==> src/rtl/bist_ctrl_param_if.sv <==
// Chip-side BIST handshake plus the scan-port bundle between the controller and the CUT.
// The master side is the controller. The slave side is the chip pins and the CUT scan ports.
interface bist_ctrl_param_if #(
    parameter int N_CHAINS   = 4,
    parameter int MISR_W     = 16,
    parameter int N_PATTERNS = 100
);
    localparam int PC_W = $clog2(N_PATTERNS + 1);

    logic                bist_start;
    logic                scan_en;
    logic [N_CHAINS-1:0] scan_in;
    logic [N_CHAINS-1:0] scan_out;
    logic                busy;
    logic                bist_end;
    logic                pass_fail;
    logic [MISR_W-1:0]   signature;
    logic [PC_W-1:0]     pattern_cnt;

    modport master (
        input  bist_start, scan_out,
        output scan_en, scan_in, busy, bist_end, pass_fail, signature, pattern_cnt
    );

    modport slave (
        output bist_start, scan_out,
        input  scan_en, scan_in, busy, bist_end, pass_fail, signature, pattern_cnt
    );
endinterface

==> src/rtl/bist_ctrl_param.sv <==
// Multi-chain logic-BIST controller.
// An LFSR pattern generator feeds N_CHAINS scan chains. The controller shifts and captures
// N_PATTERNS patterns, compacts the chain tails into a MISR, and checks the final signature
// against GOLDEN_SIG.
module bist_ctrl_param #(
    parameter int                 N_CHAINS   = 4,
    parameter int                 CHAIN_LEN  = 16,
    parameter int                 N_PATTERNS = 100,
    parameter int                 LFSR_W     = 16,
    parameter logic [LFSR_W-1:0]  LFSR_POLY  = 16'h002D,
    parameter logic [LFSR_W-1:0]  LFSR_SEED  = 16'hACE1,
    parameter int                 MISR_W     = 16,
    parameter logic [MISR_W-1:0]  MISR_POLY  = 16'h1021,
    parameter logic [MISR_W-1:0]  GOLDEN_SIG = 16'h0000
) (
    input  logic                   CLK,
    input  logic                   RST,
    bist_ctrl_param_if.master      bus
);
    localparam int SH_W = (CHAIN_LEN > 1) ? $clog2(CHAIN_LEN) : 1;
    localparam int PC_W = $clog2(N_PATTERNS + 1);
    localparam logic [SH_W-1:0] SH_LAST = SH_W'(CHAIN_LEN - 1);
    localparam logic [PC_W-1:0] PC_LAST = PC_W'(N_PATTERNS - 1);

    typedef enum logic [2:0] {
        IDLE, SHIFT, CAPTURE, UNLOAD, COMPARE, DONE
    } state_t;

    state_t            state;
    state_t            state_nx;
    logic [LFSR_W-1:0] lfsr;
    logic [MISR_W-1:0] misr;
    logic [SH_W-1:0]   sh_cnt;
    logic [PC_W-1:0]   pat_cnt;
    logic              match;

    function automatic logic [LFSR_W-1:0] lfsr_step(input logic [LFSR_W-1:0] v);
        lfsr_step = (v << 1) ^ (v[LFSR_W-1] ? LFSR_POLY : '0);
    endfunction

    function automatic logic [MISR_W-1:0] misr_step(input logic [MISR_W-1:0] m,
                                                    input logic [N_CHAINS-1:0] so);
        logic [MISR_W-1:0] ext;
        ext = '0;
        ext[N_CHAINS-1:0] = so;
        misr_step = (m << 1) ^ (m[MISR_W-1] ? MISR_POLY : '0) ^ ext;
    endfunction

    // State register. Reset wins over everything, including a run in progress.
    always_ff @(posedge CLK) begin
        if (!RST) state <= IDLE;
        else      state <= state_nx;
    end

    // Next-state logic and outputs decoded from the registered state (no input-to-output path).
    always_comb begin
        state_nx      = state;
        bus.scan_en   = 1'b0;
        bus.scan_in   = '0;
        bus.busy      = 1'b0;
        bus.bist_end  = 1'b0;
        bus.pass_fail = 1'b0;
        case (state)
            IDLE: begin
                if (bus.bist_start) state_nx = SHIFT;
            end
            SHIFT: begin
                bus.scan_en = 1'b1;
                bus.scan_in = lfsr[N_CHAINS-1:0];
                bus.busy    = 1'b1;
                if (sh_cnt == SH_LAST) state_nx = CAPTURE;
            end
            CAPTURE: begin
                bus.busy = 1'b1;
                state_nx = (pat_cnt == PC_LAST) ? UNLOAD : SHIFT;
            end
            UNLOAD: begin
                bus.scan_en = 1'b1;
                bus.busy    = 1'b1;
                if (sh_cnt == SH_LAST) state_nx = COMPARE;
            end
            COMPARE: begin
                bus.busy = 1'b1;
                state_nx = DONE;
            end
            DONE: begin
                bus.bist_end  = 1'b1;
                bus.pass_fail = match;
                if (!bus.bist_start) state_nx = IDLE;
            end
            default: state_nx = IDLE;
        endcase
    end

    // Pattern generator, compactor, counters and the match flag. The first unload is
    // masked because the chains still hold power-up state at that point.
    always_ff @(posedge CLK) begin
        if (!RST) begin
            lfsr    <= LFSR_SEED;
            misr    <= '0;
            sh_cnt  <= '0;
            pat_cnt <= '0;
            match   <= 1'b0;
        end else begin
            case (state)
                IDLE: begin
                    if (bus.bist_start) begin
                        lfsr    <= LFSR_SEED;
                        misr    <= '0;
                        sh_cnt  <= '0;
                        pat_cnt <= '0;
                        match   <= 1'b0;
                    end
                end
                SHIFT: begin
                    lfsr   <= lfsr_step(lfsr);
                    sh_cnt <= (sh_cnt == SH_LAST) ? '0 : sh_cnt + SH_W'(1);
                    if (pat_cnt != '0) misr <= misr_step(misr, bus.scan_out);
                end
                CAPTURE: begin
                    pat_cnt <= pat_cnt + PC_W'(1);
                end
                UNLOAD: begin
                    misr   <= misr_step(misr, bus.scan_out);
                    sh_cnt <= (sh_cnt == SH_LAST) ? '0 : sh_cnt + SH_W'(1);
                end
                COMPARE: begin
                    match <= (misr == GOLDEN_SIG);
                end
                default: ;
            endcase
        end
    end

    assign bus.signature   = misr;
    assign bus.pattern_cnt = pat_cnt;
endmodule
==> src/flat_wrapper.sv <==
// flat-port wrapper written by rule: the top's interface ports become plain ports
module bist_ctrl_param_flat 
#(
    parameter int                 N_CHAINS   = 4,
    parameter int                 CHAIN_LEN  = 16,
    parameter int                 N_PATTERNS = 100,
    parameter int                 LFSR_W     = 16,
    parameter logic [LFSR_W-1:0]  LFSR_POLY  = 16'h002D,
    parameter logic [LFSR_W-1:0]  LFSR_SEED  = 16'hACE1,
    parameter int                 MISR_W     = 16,
    parameter logic [MISR_W-1:0]  MISR_POLY  = 16'h1021,
    parameter logic [MISR_W-1:0]  GOLDEN_SIG = 16'h0000
)
  (CLK, RST, bus_bist_start, bus_scan_out, bus_scan_en, bus_scan_in, bus_busy, bus_bist_end, bus_pass_fail, bus_signature, bus_pattern_cnt);
  bist_ctrl_param_if #(.N_CHAINS(N_CHAINS), .MISR_W(MISR_W), .N_PATTERNS(N_PATTERNS)) bus_i ();
  input  logic CLK;
  input  logic RST;
  input wire logic [$bits(bus_i.bist_start)-1:0] bus_bist_start;
  input wire logic [$bits(bus_i.scan_out)-1:0] bus_scan_out;
  output wire logic [$bits(bus_i.scan_en)-1:0] bus_scan_en;
  output wire logic [$bits(bus_i.scan_in)-1:0] bus_scan_in;
  output wire logic [$bits(bus_i.busy)-1:0] bus_busy;
  output wire logic [$bits(bus_i.bist_end)-1:0] bus_bist_end;
  output wire logic [$bits(bus_i.pass_fail)-1:0] bus_pass_fail;
  output wire logic [$bits(bus_i.signature)-1:0] bus_signature;
  output wire logic [$bits(bus_i.pattern_cnt)-1:0] bus_pattern_cnt;
  assign bus_i.bist_start = bus_bist_start;
  assign bus_i.scan_out = bus_scan_out;
  assign bus_scan_en = bus_i.scan_en;
  assign bus_scan_in = bus_i.scan_in;
  assign bus_busy = bus_i.busy;
  assign bus_bist_end = bus_i.bist_end;
  assign bus_pass_fail = bus_i.pass_fail;
  assign bus_signature = bus_i.signature;
  assign bus_pattern_cnt = bus_i.pattern_cnt;
  bist_ctrl_param #(.N_CHAINS(N_CHAINS), .CHAIN_LEN(CHAIN_LEN), .N_PATTERNS(N_PATTERNS), .LFSR_W(LFSR_W), .LFSR_POLY(LFSR_POLY), .LFSR_SEED(LFSR_SEED), .MISR_W(MISR_W), .MISR_POLY(MISR_POLY), .GOLDEN_SIG(GOLDEN_SIG)) u_core (.CLK(CLK), .RST(RST), .bus(bus_i));
endmodule
==> config.mk <==
export PLATFORM = sky130hd
export DESIGN_NAME = bist_ctrl_param_flat
export DESIGN_NICKNAME = d
export VERILOG_FILES = /design/src/rtl/bist_ctrl_param_if.sv /design/src/rtl/bist_ctrl_param.sv /design/src/flat_wrapper.sv
export SDC_FILE = /design/constraint.sdc
export NUM_CORES = 1
export LEC_CHECK = 0
export BUFFER_PORTS_ARGS = -buffer_cell sky130_fd_sc_hd__buf_2
export CORE_MARGIN = 2
export CORE_UTILIZATION = 59
export DETAILED_ROUTE_END_ITERATION = 7
export PLACE_DENSITY = 0.84
export SETUP_SLACK_MARGIN = 0.02
export SYNTH_ARGS = -nofsm -noshare
export SYNTH_HDL_FRONTEND = slang
export SYNTH_SLANG_ARGS = --single-unit
==> constraint.sdc <==
create_clock -name CLK -period 2.9 [get_ports CLK]
set_input_delay 0 -clock CLK [delete_from_list [all_inputs] [get_ports CLK]]
set_output_delay 0 -clock CLK [all_outputs]
set_load 0.02 [all_outputs]
==> reports/results.env <==
STATUS='finished clean'
SYN-MEAN-INSTANCE-AREA_SQ_UM=8.687
NETLIST_TOP_CELLS_AREA='dfxtp_1, nand2_1, mux2i_1, xor2_1, nor2b_1'
ROUTE.FINAL.WIRE_LENGTH_UM=4293
SYNTHESIS.NETS=257
DIE_Y_UM=64.31
CRIT_TYPE='reg2reg'
FINALCRITPERIODSHARE=0.7062
FLOORPLAN.DIE.WIDTH_UM=64.31
FIN_CELLS=328
IR_DROP_mV=0.4936
YOSYS.AREA.TOP_TYPE_SHARE=0.4385
SYNTH.MOST_COMMON_CELL='nand2_1'
CTS_RESIZED=0
WORST-ENDPOINT-ARRIVAL_PS=2340
OVERALL_DIE_AREA_SQ_UM=4135
NUM-FILL-CELLS=280
FMAXACHIEVABLE_MHz=488.3
OVERFLOW=0
CTS.SINK_COUNT=47
ANTENNA_FOUND_INITIAL=0
NUMCTSBUFFERS=5
TIGHTEST_SLEW_PS=681.0
DPL.HPWL_UM=2867
CTS_ROOT_BUFFER='clkbuf_4'
TRITONCTS='built'
TOTAL_SETUP_BUFFERS_INSERTED_AFTER_CTS=0
GRT_PASS1_WL_UM=7148
YOSYS_WARNINGS=0
DETAIL_ROUTE.FIRST_PASS.ITERATIONS=4
MOST_USED_STANDARD_CELLS_IN_THE_SYNTHESIZED_NETLIST='nand2_1, dfxtp_1, mux2i_1'
POSTSYNTHCELLCOUNT=247
ANT_DIODES=0
INITIAL_CORE_UTIL=0.6282
WORST_SKEW_PAIR.LATE_LATENCY_PS=350
CTS_BUFFER_DEPTH=2
SYNTH_EDF_COUNT=0
DRT.ANTENNA.VIOLATING_NETS=0
SLEW_HEADROOM=0.5443
DP_CELLS=316
DETAILEDROUTE.FIRSTITERATIONVIOLATIONS=159
FINAL_HOLD_VIOLATING_ENDPOINTS=0
CORE_AR_SQ_UM=3416
NETLIST_AREA_PRE_PLACE_SQ_UM=2146
MULTI_INPUT_AREA_SQ_UM=1117
POSTSYNTH.ASYNCRESETSHARE=0
FINAL-MAX-SLEW-VIOLATION-COUNT=0
CRITICAL_PATH_BUF_INV_COUNT=0
CRITPATHREQUIREDTIME_PS=3190
FINAL_NET_COUNT=291
DRCVIOLATIONCOUNT=0
POSTLAYOUTSETUPSLACKWORST_PS=852.1
GRT_START_MAX_NET_PINS=49
SETUP_VIOL=0
TIMING.CRITICAL_PATH.CELLS='or3b_1, o21ai_4, mux2i_1'
SYN_TO_FINAL_GROWTH_PCT=13.18
CLK_PIN_SLEW_WORST_PATHS_PS=130
SYNTHESIZED_FLOP_AND_LATCH_TOTAL=47
SETUP.WORST_PATH.START_CLASS='flip-flop'
ROUTE.VIAS.TOTAL=1823
IOPINCOUNT=38
SYNTHDOMINANTAREACELLTYPE='dfxtp_1'
AREAL_POWER_DENSITY_OVER_THE_CELLS_nW_PER_UM2=562.4
YOSYSSEQAREASHARE=0.4385
SYNTH_CELL_TYPE_COUNT=41
GP_CONGESTION=0.7913
TOTALNEGATIVESETUPSLACK_PS=0
DP_WORST_SETUP_SLACK_PS=900.2
POST_ROUTE_CLOCK_SKEW_PS=10.53
MAX_CAP_VIOLATIONS=0
GLOBAL_ROUTE_TOTAL_USAGE_ACROSS_EVERY_LAYER=0.2178
CELLLEAKAGEPOWER_nW=1.047
DRIVE_ABOVE_1_SHARE=0.1738
ROUTED_WIRE_LENGTH_PER_INSTANCE_UM=13.09
TIMING.CRITICAL_PATH.SLOWEST_CELL_DELAY_PS=630
MIN_PERIOD_PS=2048
RSZ0062_AT_GRT='false'
MIN_PATH_TYPE='in2reg'
CRITICAL_PATH_ENDPOINT_CATEGORY='flip-flop'
VIA_COUNT_OF_THE_FIRST_GLOBAL_ROUTING_PASS=1586
CRITICAL-PATH-TOP-DELAY-FAMILY='compound AO/OA/AOI/OAI gates'
FF_LATCH_AREA_SQ_UM=940.9
CORE.ROWCOUNT=21
CRITICAL_PATH.MAX_FANOUT=16
CTS.HOLD.BUFFERS_ADDED=4
PLACE.PORT_BUFFERS=37
SYNTH_TOP_FLOP_CELL='dfxtp_1'
CLOCK_TREE.HTREE_LEVEL_COUNT=2
CP_SLOWEST_CELL='o21ai_4'
VIASPERCELL=5.558
[area by class of cell]
type	instances	area share
multi-input cells	179	0.4601
flip-flops and latches	47	0.3874
repair buffers	43	0.09892
well taps	46	0.02370
clock buffers	6	0.01700
inverters	5	0.007728
clock inverters	2	0.005152
[path summary, 6_finish.rpt]
| check | from | to | slack [ps] | cells past startpoint |
|---|---|---|---|---|
| max | u_core.state[0] | u_core.bus.signature[3] | 850 | 3 |
| min | bus_bist_start | u_core.match | 4 | 4 |
| max reg2reg | u_core.state[0] | u_core.bus.signature[3] | 850 | 3 |
| min reg2reg | u_core.match | u_core.match | 470 | 2 |
[flip-flops by register name, indices dropped and copies added, names as in the netlist]
register	cells
u_core.bus.signature	16
u_core.state	3
u_core.bus.pattern_cnt	7
u_core.match	1
u_core.sh_cnt	4
u_core.lfsr	16
[where the power goes]
group	switching [mW]	internal, mW	total, mW	leakage, nW
logic	0.202	0.139	0.341	0.638
registers	0.0418	0.687	0.728	0.381
clock network	0.202	0.0939	0.296	0.0282
total	0.446	0.920	1.37	1.05
[metal layers]
| metal | share of wire | track usage | vias up |
|---|---|---|---|
| li1 | - | - | 922 |
| met1 | 0.47 | 0.2882 | 848 |
| met2 | 0.47 | 0.3490 | 51 |
| met3 | 0.052 | 0.05458 | 2 |
| met4 | 0.0072 | 0.06915 | 0 |
| met5 | 0 | 0 | - |
[per-stage QoR]
| stage | hold WS, ps | utilization | instance area [sq um] | total power [mW] |
|---|---|---|---|---|
| final | 4.405 | 0.7110 | 2429 | 1.366 |
| after global routing | 19.43 | 0.7110 | 2429 | 1.439 |
| after CTS | 2.963 | 0.7110 | 2429 | 1.369 |
| after detailed placement | 307.9 | 0.6835 | 2335 | 1.077 |
| after global placement | 299.3 | 0.6835 | 2335 | 1.071 |
| after floorplan | 199.2 | - | 2146 | 1.008 |
[kinds of logic after synthesis]
group                      count (synthesis)  synth area share
and+or+nand+nor                          104            0.2391
DFF                                       47            0.4385
AOI/OAI and AO/OA                         45            0.1440
buffers and inverters                     21           0.04081
muxes                                     17           0.07930
xor gates and xnor gates                  10           0.04082
adders and majority gates                  3           0.01749
[layout by cell type, fill, tap and decap left out, types with 6 or more instances in the layout]
cell / instances
nor2b_1: 12
nand2_1: 48
o21ai_0: 6
buf_2: 37
o22ai_1: 8
mux2i_1: 17
and2_1: 7
a21oi_1: 7
dfxtp_1: 47
xor2_1: 9
nor2_1: 13
a22oi_1: 8
[worst register-to-register path: cells and delay by family (launching register included)]
family             cells  cell delay (ps)
AOI/OAI and AO/OA      1              630
DFF                    1              520
muxes                  1              270
and+or+nand+nor        1              560
Power figures use the tool's default switching activity.
